## config.mk

```make
export PLATFORM = sky130hd
export DESIGN_NAME = bsg_manycore_tile_reset_seq
export DESIGN_NICKNAME = d
export VERILOG_FILES = /design/src/rtl/bsg_manycore_reset_seq_pkg.sv /design/src/rtl/bsg_counter_clear_up.sv /design/src/rtl/bsg_manycore_tile_reset_seq.sv
export SDC_FILE = /design/constraint.sdc
export NUM_CORES = 1
export LEC_CHECK = 0
export ABC_AREA = 0
export CAP_MARGIN = 20
export CORE_MARGIN = 1
export CORE_UTILIZATION = 50
export DETAILED_ROUTE_END_ITERATION = 8
export GPL_TIMING_DRIVEN = 0
export HOLD_SLACK_MARGIN = 0.08
export PLACE_DENSITY_LB_ADDON = 0.2
export SLEW_MARGIN = 20
export SYNTH_ARGS = -nofsm -noshare
export SYNTH_HDL_FRONTEND = slang
export SYNTH_HIERARCHICAL = 1
export SYNTH_SLANG_ARGS = --single-unit
```

## constraint.sdc

```tcl
create_clock -name clk_i -period 2.54 [get_ports clk_i]
set_clock_uncertainty 0.1 [all_clocks]
set_input_delay 0.381 -clock clk_i [delete_from_list [all_inputs] [get_ports clk_i]]
set_output_delay 0.381 -clock clk_i [all_outputs]
set_load 0.02 [all_outputs]
```

## src/rtl/bsg_manycore_reset_seq_pkg.sv

```systemverilog
// bsg_manycore_reset_seq_pkg: shared state encoding and sizing helper for the tile reset sequencer.
// No ports; imported by bsg_manycore_tile_reset_seq.
package bsg_manycore_reset_seq_pkg;
   localparam int state_width_lp = 3;
   typedef enum logic [state_width_lp-1:0] {
      HOLD        = 3'd0,
      RTR_UP      = 3'd1,
      RUN         = 3'd2,
      DRAIN       = 3'd3,
      SOFT_RST    = 3'd4,
      SOFT_SETTLE = 3'd5
   } state_e;
   function automatic int safe_clog2(input int x);
      return (x <= 1) ? 1 : $clog2(x);
   endfunction
endpackage

```

## src/rtl/bsg_counter_clear_up.sv

```systemverilog
// bsg_counter_clear_up: saturating up-counter with synchronous clear.
// Ports: clk_i clock, reset_i async active-high reset, clear_i zero the count,
//        up_i increment enable, count_o current count (holds at all-ones).
module bsg_counter_clear_up #(
   parameter int width_p = 8
) (
   input  logic               clk_i,
   input  logic               reset_i,
   input  logic               clear_i,
   input  logic               up_i,
   output logic [width_p-1:0] count_o
);
   always_ff @(posedge clk_i or posedge reset_i)
      if (reset_i) count_o <= '0;
      else if (clear_i) count_o <= '0;
      else if (up_i && count_o != '1) count_o <= count_o + 1'b1;
endmodule

```

## src/rtl/bsg_manycore_tile_reset_seq.sv

```systemverilog
// bsg_manycore_tile_reset_seq: per-tile reset sequencer; releases router before processor and services processor-only soft resets.
// Ports: clk_i tile clock, reset_i async active-high reset, soft_reset_req_i processor reset request (RUN only),
//        link_idle_i processor link drained, router_reset_o / proc_reset_o registered resets,
//        soft_reset_ack_o one-cycle ack on return to RUN, drain_timeout_o sticky drain timeout, state_o debug state.
module bsg_manycore_tile_reset_seq
   import bsg_manycore_reset_seq_pkg::*;
#(
   parameter int reset_hold_cycles_p    = 4,
   parameter int router_settle_cycles_p = 2,
   parameter int drain_timeout_p        = 256
) (
   input  logic                      clk_i,
   input  logic                      reset_i,
   input  logic                      soft_reset_req_i,
   input  logic                      link_idle_i,
   output logic                      router_reset_o,
   output logic                      proc_reset_o,
   output logic                      soft_reset_ack_o,
   output logic                      drain_timeout_o,
   output logic [state_width_lp-1:0] state_o
);
   localparam int max_a_lp = reset_hold_cycles_p > router_settle_cycles_p ? reset_hold_cycles_p : router_settle_cycles_p;
   localparam int max_lp = max_a_lp > drain_timeout_p ? max_a_lp : drain_timeout_p;
   localparam int ctr_width_lp = safe_clog2(max_lp + 1);
   state_e state, state_n;
   logic [ctr_width_lp-1:0] count;
   logic hold_done, settle_done, drain_done;
   logic router_reset_n, proc_reset_n, ack_n, timeout_n;
   assign hold_done   = count == ctr_width_lp'(reset_hold_cycles_p - 1);
   assign settle_done = count == ctr_width_lp'(router_settle_cycles_p - 1);
   assign drain_done  = count == ctr_width_lp'(drain_timeout_p - 1);
   // Every state change restarts the shared count from zero.
   bsg_counter_clear_up #(.width_p(ctr_width_lp)) ctr (
      .clk_i   (clk_i),
      .reset_i (reset_i),
      .clear_i (state_n != state),
      .up_i    (1'b1),
      .count_o (count)
   );
   always_ff @(posedge clk_i or posedge reset_i)
      if (reset_i) begin
         state            <= HOLD;
         router_reset_o   <= 1'b1;
         proc_reset_o     <= 1'b1;
         soft_reset_ack_o <= 1'b0;
         drain_timeout_o  <= 1'b0;
      end else begin
         state            <= state_n;
         router_reset_o   <= router_reset_n;
         proc_reset_o     <= proc_reset_n;
         soft_reset_ack_o <= ack_n;
         drain_timeout_o  <= timeout_n;
      end
   always_comb begin
      state_n = HOLD;
      case (state)
         HOLD:        state_n = hold_done ? RTR_UP : HOLD;
         RTR_UP:      state_n = settle_done ? RUN : RTR_UP;
         RUN:         state_n = soft_reset_req_i ? DRAIN : RUN;
         DRAIN:       state_n = (link_idle_i || drain_done) ? SOFT_RST : DRAIN;
         SOFT_RST:    state_n = hold_done ? SOFT_SETTLE : SOFT_RST;
         SOFT_SETTLE: state_n = settle_done ? RUN : SOFT_SETTLE;
         default:     state_n = HOLD;
      endcase
   end
   // Outputs are registered from the next state so they line up with state_o.
   always_comb begin
      router_reset_n = state_n == HOLD;
      proc_reset_n   = !(state_n == RUN || state_n == DRAIN);
      ack_n          = state == SOFT_SETTLE && state_n == RUN;
      // A link going idle on the terminal count is a clean drain, not a timeout.
      timeout_n      = drain_timeout_o | (state == DRAIN && !link_idle_i && drain_done);
   end
   assign state_o = state;
endmodule

```

==> reports/results.txt, run 1 <==
status = completed
Most used DFF post-synth = dfrtp_1
Starting DRT DRC Count = 22
Port-buffer cells = 10
flop2flop setup slack = 0.25 ns
Ys Warns = 6
CP arrival = 2.41 ns
crit path capture = ctr/count_o[7]
Initial Util = 54.8%
Core Rows = 15
VDD IR-drop max = 0.525 mV
Layout Cells excl Fill = 139
cts-stage hold buffer count = 0
Top Ports = 11
Sink Count = 16
Final Worst Setup Slack = 0.249 ns
post-synthesis sequential area ratio = 41.7%
Startpoint Class = flip-flop
Area Growth Syn to Fin = 18.1%
global-route wire length before repair = 3320 um
post-CTS setup buffer count = 0
maxcap violations = 0
Via density = 5.84
Synth Instances = 98
Worst Path Required = 2.66 ns
Detail Route Antenna Nets = 0
number of global-route vias before repair = 757
FF-to-FF Start = ctr/count_o[1]
DIE HEIGHT = 46.0 um
setup total negative slack = 0 ns
drt total wl = 1970 um
Crit. End Element = flip-flop
dpl ws = 0.318 ns
DR top layer = met4
max-slew violations = 0
post-layout min period = 2.29 ns
H-tree depth = 1
max frequency = 436 MHz
Critical Path Fanout Max = 9
die area = 2110 um2
total length of routed met2 wires = 982 um
Detailed Routing Iterations Pass 1 = 4
initial antenna violation count = 0
clk buf depth = 2
Worst-path clk slew = 0.10 ns
layout cells sized above 1 = 14.0%
critical path type = flip-flop to flip-flop
drt wl/cell = 14.2 um
metal1 wirelength = 891 um
grt ovf = 0
Hold Slack = 0.234 ns
FF+latch count, synth = 16
GR Util All Layers = 22.5%
drt drc = 0
placed insts = 135
R2R depth = 8
synthesized area = 966 um2
largest net degree at the start of global routing = 11
Clk Latency, worst-skew pair = 0.30 ns
post-CTS sizing = 0
RSZ-0062 raised after global routing = no
met3 WL = 56 um
number of hold violations in the final report = 0
# setup viols final = 0
worst hold path class = primary input to asynchronous set/reset pin
worst r2r dst = ctr/count_o[7]
worst setup path startpoint = ctr/count_o[1]
Leakage = 0.481 nW
post-layout net count = 121
fin crit share = 90.2%
CTS tree = done
gpl congestion = 0.811
hpwl dp = 1430 um
Async SR Flop Fraction = 100%
die span in x = 46.0 um
Yosys cell types = 44
Avg Cell Area, Syn = 9.86 um2
vias = 812
pwr dens = 991 nW/um2
CTS Root Cell = clkbuf_4
Post-synth EDFFs = 0
antenna cell count = 0
core area = 1760 um2
TritonCTS buffer count = 3
==> final cells by class <==
class                   instances  area, um2
clock buffers                   4       36.3
flip-flops and latches         16        403
well taps                      25       31.3
plain buffers                   4       33.8
fillers                       161        623
repair buffers                 10        100
inverters                       5       18.8
multi-input cells              75        518
==> per-layer routing <==
| layer | up-vias | track usage [%] |
|---|---|---|
| met5 | - | 0 |
| met4 | 0 | 14.1 |
| met3 | 6 | 3.57 |
| met2 | 20 | 36.3 |
| met1 | 382 | 27.8 |
| li1 | 404 | - |
==> per-stage QoR <==
stage	util (%)	power, mW	cell area [um2]
floorplan	-	0.796	973
global placement	62.6	0.943	1100
detailed placement	62.6	0.956	1100
CTS	64.7	1.13	1140
global route	64.7	1.22	1140
finish	64.7	1.13	1140
==> cell usage after synthesis (all sizes together), types with 4 or more instances <==
library cell,instances,area (um2)
nand2b,4,25.0
a21oi,5,25.0
dfrtp,14,350
nand3,5,25.0
nor2,8,30.0
inv,5,18.8
==> cells by family after synthesis <==
logic type      Yosys count  synth area share (%)
fa+ha+maj                 2                  2.59
flops                    16                  41.7
buf+inv                   9                  5.44
xor+xnor                  3                  2.72
mux                       2                  2.07
simple gates             42                  28.5
compound gates           23                  16.6
other cells               1                 0.388
==> state kept, by name, summed over array words and instances (netlist names) <==
signal / flops
ctr/count_o: 9
state_o: 3
drain_timeout_o: 1
proc_reset_o: 1
router_reset_o: 1
soft_reset_ack_o: 1
==> cell usage in the layout, fill, tap and decap left out, types with 3 or more instances in the layout <==
master            n
conb_1            3
clkbuf_4          3
inv_1             5
a21oi_1           5
dfrtp_1          14
a211oi_1          3
xor2_1            3
nand4_1           3
o31ai_1           3
nand3_1           5
nor2_1            8
clkdlybuf4s50_1  10
o21ai_0           3
nand2b_1          4
==> power by group <==
part	switching (mW)	internal [mW]	leakage, nW
combinational	0.292	0.249	0.250
clock	0.0849	0.0874	0.0210
sequential	0.0860	0.331	0.209
total	0.463	0.667	0.481
==> how the worst min path moves through the flow <==
stage,slack (ns),to,startpoint,cells past startpoint
6_report,0.23,state_o[2],reset_i,2
4_1_cts,0.24,state_o[2],reset_i,2
5_1_grt,0.26,state_o[2],reset_i,2
3_5_place_dp,0.38,drain_timeout_o,drain_timeout_o,1
2_1_floorplan,0.08,drain_timeout_o,reset_i,1
3_3_place_gp,0.38,drain_timeout_o,drain_timeout_o,1
==> critical path: stages, from the launching register on <==
cell and delay, ns:
dfrtp_1 0.51, ha_1 0.29, nand3_1 0.09, nor2_1 0.04
ha_1 0.21, nand2b_1 0.16, buf_6 0.14, or4_1 0.50
a21oi_1 0.16
Power figures use the tool's default switching activity.
==> run 2, diff against run 1 <==
HOLD_SLACK_MARGIN = 0.15   (was 0.08)
==> results of run 2 <==
Final layout, timing and power as in run 1 (identical DEF).
